**src/rtl/even_odd_merge_sorter_wrapper.sv**
```systemverilog
`default_nettype none
// ============================================================================
//  Module      : eoms_compare_exchange / even_odd_merge_sorter_wrapper
//  Description : Four-input Batcher even-odd merge sorter for unsigned 8-bit
//                words. Three compare-exchange stages built from five
//                comparators. One input set is accepted every clock with
//                no handshake.
//
//                PIPELINE = 1 : a register after each stage, latency 3 edges.
//                PIPELINE = 0 : combinational network followed by a single
//                               output register, latency 1 edge.
//
//  Ports (even_odd_merge_sorter_wrapper)
//    clk          in   1  clock, rising edge
//    rst          in   1  synchronous reset, active low
//    A, B, C, D   in   8  unsigned input words
//    max          out  8  largest input
//    second_max   out  8  second largest input
//    second_min   out  8  third largest input
//    min          out  8  smallest input
//
//  Revision    : 1.0  initial release
// ============================================================================

// ----------------------------------------------------------------------------
// Compare-exchange cell: routes the larger operand to o_hi and the smaller
// one to o_lo. Unsigned compare, no width growth.
// ----------------------------------------------------------------------------
module eoms_compare_exchange #(
    parameter int WIDTH = 8
) (
    input  logic [WIDTH-1:0] i_x,
    input  logic [WIDTH-1:0] i_y,
    output logic [WIDTH-1:0] o_hi,
    output logic [WIDTH-1:0] o_lo
);

    logic w_x_ge_y;

    assign w_x_ge_y = (i_x >= i_y);
    assign o_hi     = w_x_ge_y ? i_x : i_y;
    assign o_lo     = w_x_ge_y ? i_y : i_x;

endmodule

// ----------------------------------------------------------------------------
// Sorter top level
// ----------------------------------------------------------------------------
module even_odd_merge_sorter_wrapper #(
    parameter int PIPELINE = 1
) (
    input  logic       clk,
    input  logic       rst,
    input  logic [7:0] A,
    input  logic [7:0] B,
    input  logic [7:0] C,
    input  logic [7:0] D,
    output logic [7:0] max,
    output logic [7:0] second_max,
    output logic [7:0] second_min,
    output logic [7:0] min
);

    localparam logic [7:0] C_ZERO = 8'h00;

    // Stage 1 results
    logic [7:0] w_s1_h0, w_s1_l0, w_s1_h1, w_s1_l1;
    // Stage 2 operands (registered or straight-through depending on build)
    logic [7:0] w_s2a_h0, w_s2a_l0, w_s2a_h1, w_s2a_l1;
    // Stage 2 results
    logic [7:0] w_s2_max, w_s2_m0, w_s2_m1, w_s2_min;
    // Stage 3 operands
    logic [7:0] w_s3a_max, w_s3a_m0, w_s3a_m1, w_s3a_min;
    // Stage 3 results
    logic [7:0] w_s3_hi, w_s3_lo;

    // ------------------------------------------------------------------
    // Stage 1: sort the pairs (A,B) and (C,D)
    // ------------------------------------------------------------------
    eoms_compare_exchange #(.WIDTH(8)) u_ce_s1_ab (
        .i_x (A),
        .i_y (B),
        .o_hi(w_s1_h0),
        .o_lo(w_s1_l0)
    );

    eoms_compare_exchange #(.WIDTH(8)) u_ce_s1_cd (
        .i_x (C),
        .i_y (D),
        .o_hi(w_s1_h1),
        .o_lo(w_s1_l1)
    );

    // ------------------------------------------------------------------
    // Stage 2: the larger of the two highs is the global max, the smaller
    // of the two lows is the global min; the leftovers go to stage 3.
    // ------------------------------------------------------------------
    eoms_compare_exchange #(.WIDTH(8)) u_ce_s2_hi (
        .i_x (w_s2a_h0),
        .i_y (w_s2a_h1),
        .o_hi(w_s2_max),
        .o_lo(w_s2_m0)
    );

    eoms_compare_exchange #(.WIDTH(8)) u_ce_s2_lo (
        .i_x (w_s2a_l0),
        .i_y (w_s2a_l1),
        .o_hi(w_s2_m1),
        .o_lo(w_s2_min)
    );

    // ------------------------------------------------------------------
    // Stage 3: order the two middle values. max/min ride alongside so all
    // four outputs leave the pipeline together.
    // ------------------------------------------------------------------
    eoms_compare_exchange #(.WIDTH(8)) u_ce_s3_mid (
        .i_x (w_s3a_m0),
        .i_y (w_s3a_m1),
        .o_hi(w_s3_hi),
        .o_lo(w_s3_lo)
    );

    // ------------------------------------------------------------------
    // Inter-stage registers (pipelined build) or direct wiring
    // ------------------------------------------------------------------
    generate
        if (PIPELINE != 0) begin : g_pipe
            logic [7:0] r_s1_h0, r_s1_l0, r_s1_h1, r_s1_l1;
            logic [7:0] r_s2_max, r_s2_m0, r_s2_m1, r_s2_min;

            always_ff @(posedge clk) begin
                if (!rst) begin
                    r_s1_h0  <= C_ZERO;
                    r_s1_l0  <= C_ZERO;
                    r_s1_h1  <= C_ZERO;
                    r_s1_l1  <= C_ZERO;
                    r_s2_max <= C_ZERO;
                    r_s2_m0  <= C_ZERO;
                    r_s2_m1  <= C_ZERO;
                    r_s2_min <= C_ZERO;
                end else begin
                    r_s1_h0  <= w_s1_h0;
                    r_s1_l0  <= w_s1_l0;
                    r_s1_h1  <= w_s1_h1;
                    r_s1_l1  <= w_s1_l1;
                    r_s2_max <= w_s2_max;
                    r_s2_m0  <= w_s2_m0;
                    r_s2_m1  <= w_s2_m1;
                    r_s2_min <= w_s2_min;
                end
            end

            assign w_s2a_h0  = r_s1_h0;
            assign w_s2a_l0  = r_s1_l0;
            assign w_s2a_h1  = r_s1_h1;
            assign w_s2a_l1  = r_s1_l1;
            assign w_s3a_max = r_s2_max;
            assign w_s3a_m0  = r_s2_m0;
            assign w_s3a_m1  = r_s2_m1;
            assign w_s3a_min = r_s2_min;
        end else begin : g_comb
            assign w_s2a_h0  = w_s1_h0;
            assign w_s2a_l0  = w_s1_l0;
            assign w_s2a_h1  = w_s1_h1;
            assign w_s2a_l1  = w_s1_l1;
            assign w_s3a_max = w_s2_max;
            assign w_s3a_m0  = w_s2_m0;
            assign w_s3a_m1  = w_s2_m1;
            assign w_s3a_min = w_s2_min;
        end
    endgenerate

    // ------------------------------------------------------------------
    // Output register, present in both builds. Reset wins over capture.
    // ------------------------------------------------------------------
    always_ff @(posedge clk) begin
        if (!rst) begin
            max        <= C_ZERO;
            second_max <= C_ZERO;
            second_min <= C_ZERO;
            min        <= C_ZERO;
        end else begin
            max        <= w_s3a_max;
            second_max <= w_s3_hi;
            second_min <= w_s3_lo;
            min        <= w_s3a_min;
        end
    end

endmodule

`default_nettype wire

```
**config.mk**
```make
export PLATFORM = sky130hd
export DESIGN_NAME = even_odd_merge_sorter_wrapper
export DESIGN_NICKNAME = d
export VERILOG_FILES = /design/src/rtl/even_odd_merge_sorter_wrapper.sv
export SDC_FILE = /design/constraint.sdc
export NUM_CORES = 1
export LEC_CHECK = 0
export CORE_MARGIN = 8
export CORE_UTILIZATION = 55
export CTS_CLUSTER_DIAMETER = 100
export CTS_CLUSTER_SIZE = 12
export DETAILED_ROUTE_END_ITERATION = 16
export PLACE_DENSITY = 0.76
export SLEW_MARGIN = 15
export SYNTH_ARGS = -nofsm -noshare
export SYNTH_HDL_FRONTEND = slang
export SYNTH_HIERARCHICAL = 1
export SYNTH_SLANG_ARGS = --single-unit
```
**constraint.sdc**
```tcl
create_clock -name clk -period 3.2 [get_ports clk]
set_input_delay 0.64 -clock clk [delete_from_list [all_inputs] [get_ports clk]]
set_output_delay 0.64 -clock clk [all_outputs]
set_load 0.005 [all_outputs]
```
==> metrics.csv <==
stage,metric,value,unit
run_status,outcome,completed,
sta,Final TNS setup,0,ns
floorplan,Chip Height,110,um
drt,Residual DRC,0,
sta,Final min period,2.82,ns
sta,"Slew Viols, Final",0,
placement,placed insts,582,
clocking,CTS Buf Count,9,
placement,PortBufs,65,
synth,largest area contributor in the netlist,dfxtp_1,
clocking,clk slew on worst S/H paths,0.09,ns
power,PD cells,525,nW/um2
drt,drt total wl,7.98,mm
synth,synth warn,6,
clocking,post-CTS sizing,0,
synth,"flops & latches, synth",96,
sta,Worst Tran Pin Value,0.604,ns
synth,Syn Nets,491,
drt,Vias/cell,4.82,
global_routing,vias in the first global route,2888,
final_layout,Final nets,559,
sta,fmax,354,MHz
power,Internal,2.23,mW
final_layout,share of cells above drive strength 1,23.1,%
floorplan,num rows,34,
synth,synth top area cells,"dfxtp_1 40%, mux2_4 15%, and2_1 12%",
floorplan,Core ar.,8640,um2
power,Leak Pwr,2.58,nW
final_layout,synth-to-layout area growth,18.1,%
final_layout,Filler cells,704,
synth,sequential share of the synthesized area,39.6,%
synth,Synth Instances,417,
power,Sw Pwr,777,uW
clocking,CTS Root Cell,clkbuf_8,
sta,RSZ-0062 raised after global routing,false,
power,sequential cell fraction of total power,45.6,%
drt,DRT antenna net count,0,
final_layout,diode count,0,
setup_path,Setup crit end kind,register,
clocking,CTS H-tree depth,3,
synth,Syn Area/Cell,11.6,um2
power,Clk pwr share,25.8,%
global_routing,antenna violations before repair,0,
setup_path,CP startpoint kind,input port,
power,Logic pwr share,28.6,%
global_routing,global route overflow,0,
drt,via count,2884,
synth,Netlist cell types,17,
clocking,Hold Buf Count CTS,0,
setup_path,Worst EP arrival,3.07,ns
drt,Iteration-0 DRC Markers,56,
clocking,CTS tree,yes,
placement,Post-DP HPWL,6.32,mm
sta,final hold vios,0,
setup_path,Crit path required time,3.45,ns
setup_path,worst setup path category,input port to register,
power,VDD IR max,0.201,mV
clocking,clock latency on the worst-skew pair,0.35,ns
drt,drt pass-1 iters,4,
clocking,post-CTS setup buffers,0,
floorplan,Die X,110,um
setup_path,critical-path maximum fanout,4,
floorplan,Initial Util,56.2,%
placement,DP Area,5530,um2
final_layout,design area,5730,um2
synth,Netlist Area Pre-Place,4850,um2
job,max-cap violations,0,
power,Sw Share,25.8,%
floorplan,die area,12100,um2
final_layout,"non-filler cells, final",598,
global_routing,GRT Util Overall,13.9,%
hold_path,Hold/Removal Path Class,register to register,
sta,final setup vio count,0,
final_layout,fin util,66.3,%
synth,Synth top area share,39.6,%
placement,RePlAce Congestion,0.784,
global_routing,largest net degree at the start of global routing,97,
sta,hold_ws,0.436,ns
drt,mean routed wirelength per cell,13.3,um
sta,period utilization,88.3,%
clocking,clock buffer depth,2,
clocking,Clock Sinks,96,
global_routing,first-pass GRT wire length,13.2,mm
floorplan,Top Ports,66,
sta,normalized max-slew margin,59.7,%
sta,worst clock skew,0.00827,ns
per-stage QoR:
step | total power, mW | setup slack (ns)
2_1_floorplan | 2.08 | 0.575
3_3_place_gp | 2.25 | 0.0809
3_5_place_dp | 2.27 | -0.000850
4_1_cts | 3.05 | 0.379
5_1_grt | 3.18 | 0.311
6_report | 3.01 | 0.376
synthesized netlist by cell type:
| master | count |
|---|---|
| a211oi_1 | 5 |
| o21ai_0 | 10 |
| nand2b_4 | 5 |
| a2111o_1 | 5 |
| nor2_1 | 5 |
| a21oi_1 | 5 |
| mux2_2 | 30 |
| buf_6 | 5 |
| a211oi_4 | 5 |
| buf_2 | 5 |
| ha_1 | 40 |
| buf_12 | 5 |
| nand4_1 | 5 |
| dfxtp_1 | 96 |
| inv_1 | 45 |
| and2_1 | 96 |
| mux2_4 | 50 |
critical path: stages:
cell and delay (ns):
clkdlybuf4s50_1 0.49, inv_1 0.05, ha_1 0.29, nand2b_4 0.14
a2111o_1 0.45, a211oi_4 0.33, buf_4 0.21, mux2_2 0.32
and2_1 0.15
cell type report:
type                    instances  area (um2)  share of cell area (%)
multi-input cells             261        2580                    45.0
repair buffers                 72         726                    12.7
flip-flops and latches         96        1920                    33.6
inverters                      45         169                    2.95
clock inverters                 5        56.3                   0.983
well taps                     108         135                    2.36
clock buffers                  11         141                    2.47
sequential cells by signal, indices dropped and copies added (netlist names):
signal / cells
g_pipe.r_s1_h0: 8
g_pipe.r_s1_h1: 8
g_pipe.r_s1_l0: 8
g_pipe.r_s1_l1: 8
g_pipe.r_s2_m0: 8
g_pipe.r_s2_m1: 8
g_pipe.r_s2_max: 8
g_pipe.r_s2_min: 8
max: 8
min: 8
second_max: 8
second_min: 8
path summary, 6_finish.rpt:
kind / from / to / slack (ns) / depth (start not counted)
worst max-delay path: C[0] / g_pipe.r_s1_h1[2]$_SDFF_PN0_ / 0.38 / 9
worst min-delay path: g_pipe.r_s2_max[0]$_SDFF_PN0_ / max[0]$_SDFF_PN0_ / 0.44 / 1
worst max register to register: g_pipe.r_s1_h1[0]$_SDFF_PN0_ / g_pipe.r_s2_max[2]$_SDFF_PN0_ / 0.73 / 7
worst min register to register: g_pipe.r_s2_max[0]$_SDFF_PN0_ / max[0]$_SDFF_PN0_ / 0.44 / 1
cell usage in the layout (no fill, tap or decap), types with 6 or more instances in the layout:
| cell type | instances |
|---|---|
| and2_1 | 96 |
| dfxtp_1 | 96 |
| buf_4 | 6 |
| inv_1 | 45 |
| o21ai_0 | 10 |
| ha_1 | 40 |
| clkdlybuf4s50_1 | 64 |
| mux2_4 | 50 |
| mux2_2 | 30 |
| clkbuf_8 | 10 |
metal layers:
layer | wire (um) | GRT usage [%] | up-vias | part of all wire (%)
li1 | - | - | 1517 | -
met1 | 3630 | 16.1 | 1302 | 45
met2 | 3840 | 24.4 | 55 | 48
met3 | 393 | 2.99 | 10 | 4.9
met4 | 117 | 5.21 | 0 | 1.5
met5 | 0 | 0 | - | 0
cell families after synthesis:
| logic type | Yosys count | synth area share, % |
|---|---|---|
| and+or+nand+nor | 111 | 14.8 |
| adders and majority gates | 40 | 10.3 |
| muxes | 80 | 22.4 |
| buffers and inverters | 60 | 7.22 |
| DFF | 96 | 39.6 |
| AOI/OAI and AO/OA | 30 | 5.55 |
power by group through the flow:
stage | Combinational [mW] | Clock, mW | Sequential (mW)
final | 0.861 | 0.776 | 1.37
after global routing | 0.941 | 0.850 | 1.39
after CTS | 0.871 | 0.801 | 1.37
after detailed placement | 0.866 | 0 | 1.40
after global placement | 0.849 | 0 | 1.40
after floorplan | 0.693 | 0 | 1.38
(Power assumes the default switching activity.)
